### src/rtl/macfp32_dot_seq.sv
// Dot-product sequencer around an external FP32 multiply-add unit.
// Takes a command (length, initial accumulator) and pulls operand pairs one
// at a time. Each pair is issued to the MAC with the running accumulator on
// in_c. The MAC result is written back after MAC_LAT cycles, and the final
// sum is returned on the result port.
//
// state | meaning
// ------+-----------------------------------------------------------------
// IDLE  | waiting for a command; cmd_ready high
// FETCH | waiting for an operand pair; op_ready high
// WAIT  | MAC operation in flight; counts down to the mac_out sample edge
// DONE  | result presented on res_data; res_valid high until res_ready

module macfp32_dot_seq #(
    parameter int BIT_WIDTH = 32,
    parameter int LEN_WIDTH = 16,
    parameter int MAC_LAT   = 1
) (
    input  logic                 clk,
    input  logic                 rst,

    input  logic                 cmd_valid,
    output logic                 cmd_ready,
    input  logic [LEN_WIDTH-1:0] cmd_len,
    input  logic [BIT_WIDTH-1:0] cmd_init,

    input  logic                 op_valid,
    output logic                 op_ready,
    input  logic [BIT_WIDTH-1:0] op_a,
    input  logic [BIT_WIDTH-1:0] op_b,

    output logic                 res_valid,
    input  logic                 res_ready,
    output logic [BIT_WIDTH-1:0] res_data,

    output logic                 busy,

    output logic [BIT_WIDTH-1:0] mac_a,
    output logic [BIT_WIDTH-1:0] mac_b,
    output logic [BIT_WIDTH-1:0] mac_c,
    input  logic [BIT_WIDTH-1:0] mac_out
);

    // A one-bit counter is kept even for MAC_LAT=1 so the counter logic
    // stays the same shape for every latency. In that case it only ever
    // holds 0.
    localparam int CNT_W = (MAC_LAT > 1) ? $clog2(MAC_LAT) : 1;
    localparam logic [CNT_W-1:0] CNT_LOAD = CNT_W'(MAC_LAT - 1);

    typedef enum logic [1:0] {
        IDLE  = 2'd0,
        FETCH = 2'd1,
        WAIT  = 2'd2,
        DONE  = 2'd3
    } state_t;

    state_t               state;
    state_t               state_nxt;

    logic [BIT_WIDTH-1:0] acc;
    logic [LEN_WIDTH-1:0] remaining;
    logic [CNT_W-1:0]     wait_cnt;

    logic                 wait_done;
    logic                 last_op;

    assign wait_done = (wait_cnt == '0);
    assign last_op   = (remaining == LEN_WIDTH'(1));

    // Result is the accumulator itself. It is stable in DONE because
    // nothing writes acc there.
    assign res_data = acc;

    // State register
    always_ff @(posedge clk) begin
        if (rst) begin
            state <= IDLE;
        end else begin
            state <= state_nxt;
        end
    end

    // Next-state decode and handshake outputs
    always_comb begin
        state_nxt = state;
        cmd_ready = 1'b0;
        op_ready  = 1'b0;
        res_valid = 1'b0;
        busy      = 1'b1;

        case (state)
            IDLE: begin
                cmd_ready = 1'b1;
                busy      = 1'b0;
                if (cmd_valid) begin
                    if (cmd_len == '0) begin
                        state_nxt = DONE;
                    end else begin
                        state_nxt = FETCH;
                    end
                end
            end

            FETCH: begin
                op_ready = 1'b1;
                if (op_valid) begin
                    state_nxt = WAIT;
                end
            end

            WAIT: begin
                if (wait_done) begin
                    if (last_op) begin
                        state_nxt = DONE;
                    end else begin
                        state_nxt = FETCH;
                    end
                end
            end

            DONE: begin
                // Returning to IDLE here means a command can only be taken
                // on the cycle after the result handshake.
                res_valid = 1'b1;
                if (res_ready) begin
                    state_nxt = IDLE;
                end
            end

            default: begin
                state_nxt = IDLE;
            end
        endcase
    end

    // Accumulator, pair counter and MAC latency counter
    always_ff @(posedge clk) begin
        if (rst) begin
            acc       <= '0;
            remaining <= '0;
            wait_cnt  <= '0;
        end else begin
            case (state)
                IDLE: begin
                    if (cmd_valid) begin
                        acc       <= cmd_init;
                        remaining <= cmd_len;
                    end
                end

                FETCH: begin
                    if (op_valid) begin
                        wait_cnt <= CNT_LOAD;
                    end
                end

                WAIT: begin
                    if (!wait_done) begin
                        wait_cnt <= wait_cnt - CNT_W'(1);
                    end else begin
                        acc <= mac_out;
                        // WAIT is only entered with remaining >= 1. The guard
                        // keeps the counter from wrapping if that ever fails.
                        if (remaining != '0) begin
                            remaining <= remaining - LEN_WIDTH'(1);
                        end
                    end
                end

                default: begin
                end
            endcase
        end
    end

    // MAC input registers: loaded only on an operand handshake, otherwise held
    always_ff @(posedge clk) begin
        if (rst) begin
            mac_a <= '0;
            mac_b <= '0;
            mac_c <= '0;
        end else if (state == FETCH && op_valid) begin
            mac_a <= op_a;
            mac_b <= op_b;
            mac_c <= acc;
        end
    end

endmodule

### config.mk
export PLATFORM = sky130hd
export DESIGN_NAME = macfp32_dot_seq
export DESIGN_NICKNAME = d
export VERILOG_FILES = /design/src/rtl/macfp32_dot_seq.sv
export SDC_FILE = /design/constraint.sdc
export NUM_CORES = 1
export LEC_CHECK = 0
export CAP_MARGIN = 15
export CORE_AREA = 2 2 110 138
export CTS_BUF_LIST = sky130_fd_sc_hd__clkbuf_2
export DETAILED_ROUTE_END_ITERATION = 10
export DIE_AREA = 0 0 112 140
export GPL_ROUTABILITY_DRIVEN = 0
export PLACE_DENSITY = 0.9
export SLEW_MARGIN = 20
export SYNTH_ARGS = -nofsm -noshare
export SYNTH_HDL_FRONTEND = slang
export SYNTH_SLANG_ARGS = --single-unit
### constraint.sdc
create_clock -name clk -period 2.1 [get_ports clk]
set_input_delay 0.21 -clock clk [delete_from_list [all_inputs] [get_ports clk]]
set_output_delay 0.21 -clock clk [all_outputs]
set_load 0.01 [all_outputs]
**After elaboration in Yosys (flattened, before gate mapping)**

Index checks and enable logic that the tools add are counted.

- Register bits after elaboration: 147
- Input port bits: 149
- Word-level logic and storage cells: 49
- Output and inout port bits: 132

- Multiplexer cells: 21
- Add/sub/neg operators: 2
- Reduce and logical (&&, ||, !) cells: 10
- Equality and inequality tests: 9

Operators with widths:

| operator | number |
|---|---|
| 2-to-1 mux 32 bit | 2 |
| case mux 32 bit (2 select lines) | 1 |
| 2-to-1 mux 16 bit | 3 |
| case mux 16 bit (2 select lines) | 1 |
| equality test 16 x 1 -> 1 bit, second input constant | 1 |
| zero test 16 bit | 1 |
| nonzero test 16 bit | 1 |
| subtractor 16 x 1 -> 16 bit, second input constant | 1 |
| 2-to-1 mux 2 bit | 6 |
| inequality test 2 bit, second input constant | 5 |
| case mux 2 bit (4 select lines) | 1 |
| AND reduction 4 bit | 2 |
| 2-to-1 mux 1 bit | 6 |
| equality test 2 bit, second input constant | 2 |
| nonzero test 2 bit | 2 |
| AND reduction 3 bit | 1 |
| equality test 2 x 1 -> 1 bit, second input constant | 1 |
| zero test 2 bit | 1 |
| case mux 1 bit (2 select lines) | 1 |
| AND reduction 2 bit | 1 |
| logical AND 1 bit | 1 |
| subtractor 1 bit, second input constant | 1 |

**Longest topological paths before layout**

- Depth in word-level cells: 4
- Gate-level depth with buffers: 7
- Depth with buffers taken out: 6

**Worst setup path before layout**

No wires, ideal clock.

- Kind: register -> register
- Start point: register remaining[0]
- End point: register remaining[0]
- Path buffers: 1
- Path slack: 0.222 ns
- Required time: 1.978 ns
- Arrival: 1.757 ns
- Period minus slack after synthesis: 1.878 ns
- Cell stages (with the launch flop): 8
- Setup time: 0.122 ns
- Cells stage by stage: dfxtp_1 -> inv_1 -> ha_1 -> or4bb_1 -> nor4_4 -> buf_4 -> o31ai_1 -> o311a_1

- Word-level cells in the longest chain between the ends: 4
- Elaborated cells between the ends (all ways): 7
- Classes of those cells: 1 x add/sub; 1 x eq/ne; 3 x mux; 2 x reduce/logical

Ends and longest elaborated chain:

| what | RTL line | text |
|---|---|---|
| start, declared | 61 | `logic [LEN_WIDTH-1:0] remaining;` |
| start signal, assigned | 147 | `remaining <= cmd_len;` |
| start signal, assigned | 165 | `remaining <= remaining - LEN_WIDTH'(1);` |
| subtractor 16 x 1 -> 16 bit | 165 |  |
| 2-to-1 mux 16 bit | 164 | `if (remaining != '0) begin` |
| 2-to-1 mux 16 bit | 158 | `if (!wait_done) begin` |
| case mux 16 bit (2 select lines) | 143 | `case (state)` |

Several ways; a longest one is shown, not always the timed one. The select of a mux whose other input is x is not followed.
A chain may end at the register's enable or synchronous reset.

**Worst setup path after layout**

- Start point: register state[0]
- End point: register acc[15], in the netlist res_data[15]

- Word-level cells in the longest chain between the ends: 3
- Elaborated cells between the ends (all ways): 7
- Classes of those cells: 3 x eq/ne; 1 x mux; 3 x reduce/logical

Ends and longest elaborated chain:

| what | RTL line | text |
|---|---|---|
| start, declared | 57 | `state_t state;` |
| start signal, assigned | 79 | `state <= state_nxt;` |
| equality test 2 bit or zero test 2 bit (tied branches) | 143 |  |
| inequality test 2 bit (no line) or nonzero test 2 bit (tied branches) | - |  |
| AND reduction 3 bit (no line) | - |  |
| end signal, assigned | 146 | `acc <= cmd_init;` |
| end signal, assigned | 161 | `acc <= mac_out;` |
| end, declared | 60 | `logic [BIT_WIDTH-1:0] acc;` |

Several ways; a longest one is shown, not always the timed one.

==> metrics.csv <==
stage,metric,value,unit
outcome,status,"complete, but fails checks",
outcome,violations,negative setup slack,
cells_and_area,nNetsFinal,1240,
setup_path,worstPathArrival,2.78,ns
setup_path,criticalPathCategory,flop to flop,
clocking,cts-root-buf,clkbuf_2,
power,intPower,4.12,mW
global_routing,grt_pass1_wl,33800,µm
setup_path,cp.required,2.76,ns
synth,netlist-cell-type-count,43,
detailed_routing,wire_per_inst,17.3,µm
power,vdd_drop_max,0.354,mV
power,power.leakage,3.53,nW
synth,syn-instance-count,772,
setup_path,worstPathMaxFanout,41,
timing,clock_skew,0.0440,ns
synth,ys_ff_latch,146,
timing,slew_headroom,55.6,%
global_routing,grt_pass1_vias,6714,
timing,fmax,471,MHz
floorplanning,rows,49,
detailed_routing,drtIter0Drc,520,
cells_and_area,fill_cells,1082,
clocking,cts_buffers,17,
timing,hold_ws,0.0494,ns
cells_and_area,drive_gt1_share,7.26,%
synth,synth_flop_cell,dfxtp_1,
detailed_routing,first_pass_iters,5,
floorplanning,die_height,140,µm
synth,async_reset_ff_share,0,%
global_routing,grt_use_total,26.7,%
timing,hold_violations,0,
cells_and_area,multi_input_area,2770,µm²
power,clkPwrFrac,24.6,%
clocking,clk_latency,0.69,ns
power,total_power,6.11,mW
detailed_routing,drt_drc_violations_left,0,
detailed_routing,ant_nets,0,
placement,hpwl,14500,µm
timing,setup_viol,1,
clocking,cts_sinks,146,
floorplanning,dieArea,15700,µm²
clocking,tritoncts,yes,
clocking,ctsLongestPathBuffers,2,
synth,synth_edf_count,0,
timing,tightestPinTransition,0.659,ns
power,seqPwrFrac,50.2,%
synth,syn_nets,923,
power,p_switching,1.99,mW
job,drv_cap,0,
floorplanning,start_util,41.3,%
timing,finalMaxSlewViolations,0,
global_routing,grt_overflow,0,
clocking,h-tree-depth,4,
floorplanning,pin_count,281,
timing,timing.final.crit_period,2.12,ns
global_routing,grt_start_max_net_pins,60,
synth,yosys_warnings,0,
setup_path,critPathLaunchType,flop,
synth,synth.avg_cell_area,7.67,µm²
hold_path,hold_path_class,primary input to flop,
detailed_routing,viasPerCell,5.39,
setup_path,end_kind,flop,
power,p_per_area,623,nW/µm²
global_routing,antenna_found_initial,1,
detailed_routing,num_vias,6902,
power,p_sw_share,32.6,%
synth,ys_seq_area_share,49.4,%
synth,syn_area,5920,µm²
clocking,path_clk_slew,0.25,ns
synth,synth.largest_area_cell,dfxtp_1,
power,pwr-share-comb,25.2,%
timing,min_period_over_period,101,%
timing,layout_setup_ws,-0.0229,ns
synth,synth_top_area_share,49.4,%
floorplanning,core_area,14300,µm²
detailed_routing,wl,22200,µm
synth,synth_area_leaders,"dfxtp_1, nand2_1, a21oi_1",
cells_and_area,regArea,2930,µm²
placement,io_buffers,280,
cells_and_area,area_delta_synth_final,65.7,%
floorplanning,die_x,112,µm
worst paths after layout:
| path | to | slack [ns] | from | depth (start not counted) |
|---|---|---|---|---|
| setup / recovery | res_data[15] | -0.02 | state[0] | 6 |
| hold reg to reg | mac_c[9] | 0.44 | res_data[9] | 2 |
| setup reg to reg | res_data[15] | -0.02 | state[0] | 6 |
| hold / removal | mac_b[20] | 0.05 | op_b[20] | 3 |
kinds of logic after synthesis:
logic type	after synthesis	synth area share (%)
compound gates	185	19.8
fa+ha+maj	2	0.423
buf+inv	72	4.82
flops	146	49.4
simple gates	367	25.6
per-layer routing:
metal	global-route usage, %	share of wire (%)	vias up
li1	-	-	3275
met5	0	0	-
met3	7.05	8.0	86
met4	14.1	5.7	0
met2	47.0	50	395
met1	29.4	36	3146
power by group through the flow:
stage | clock network, mW | logic (mW) | registers [mW]
6_report | 1.50 | 1.54 | 3.07
5_1_grt | 1.64 | 1.65 | 3.09
3_3_place_gp | 0 | 1.38 | 3.11
2_1_floorplan | 0 | 0.557 | 3.16
3_5_place_dp | 0 | 1.41 | 3.12
4_1_cts | 1.53 | 1.46 | 3.06
layout make-up:
cell class,count,share of cell area [%]
Timing Repair Buffer,364,37.2
Multi-Input combinational cell,554,28.3
Clock inverter,14,1.24
Inverter,6,0.230
Sequential cell,146,29.9
Antenna cell,1,0.0255
Tap cell,178,2.27
Clock buffer,18,0.918
layout by cell type, fill, tap and decap left out, types with 4 or more instances in the layout:
| master | n |
|---|---|
| a311oi_1 | 32 |
| clkinvlp_4 | 4 |
| o32ai_1 | 8 |
| a21oi_1 | 111 |
| buf_12 | 6 |
| a211o_1 | 5 |
| nor3_1 | 9 |
| nor2_1 | 44 |
| o31ai_1 | 6 |
| dfxtp_1 | 143 |
| nor3b_1 | 6 |
| dlygate4sd3_1 | 54 |
| nor4_1 | 8 |
| clkdlybuf4s50_1 | 275 |
| nand2_1 | 274 |
| inv_6 | 4 |
| inv_1 | 5 |
| or4_1 | 4 |
| nand3_1 | 4 |
| dlygate4sd2_1 | 4 |
| clkbuf_2 | 18 |
| buf_4 | 23 |
| nand4_1 | 4 |
| o21ai_0 | 4 |
Yosys cell counts (2+ instances only):
library cell / number
nand2b_1: 2
buf_4: 3
or4_1: 5
nor4_1: 8
a221oi_1: 2
a311oi_1: 32
nor3_1: 9
clkbuf_1: 56
dfxtp_1: 146
nand4_1: 4
nand3_1: 5
nand2_1: 274
o32ai_1: 8
o31ai_1: 6
a211o_1: 5
nor2_1: 47
a21oi_1: 111
buf_1: 4
a32oi_1: 3
nor3b_1: 6
ha_1: 2
inv_1: 5
buf_2: 3
a31oi_1: 3
o21ai_0: 5
critical path, stage by stage (launching register included):
cell,delay (ns)
dfxtp_4,0.41
buf_4,0.17
o21ba_2,0.37
buf_12,0.24
nor2_1,0.06
a311oi_1,0.25
dlygate4sd3_1,0.58
timing repair:
| action | in CTS | in global routing |
|---|---|---|
| setup endpoints to repair | 5 | 18 |
| hold buffers | 31 | 23 |
| pin swaps | 0 | 2 |
| hold endpoints to repair | 50 | 21 |
| resized for setup | 9 | 9 |
| buffers inserted | 1 | 0 |
sequential cells by signal (all words and copies together) (netlist names):
register,count
mac_a,32
state,2
remaining,16
mac_c,32
res_data,32
mac_b,32
metrics by stage:
step	worst slack, ns	instance area, µm²	setup TNS (ns)	utilization [%]	cells
detailed placement	0.0298	9000	0	62.8	1193
floorplan	0.222	5920	0	-	772
CTS	0.0124	9540	0	66.5	1257
finish	-0.0229	9810	-0.0229	68.4	1281
global route	-0.0559	9810	-0.0875	68.4	1281
global placement	0.127	9000	0	62.8	1193
Power figures use the tool's default switching activity.
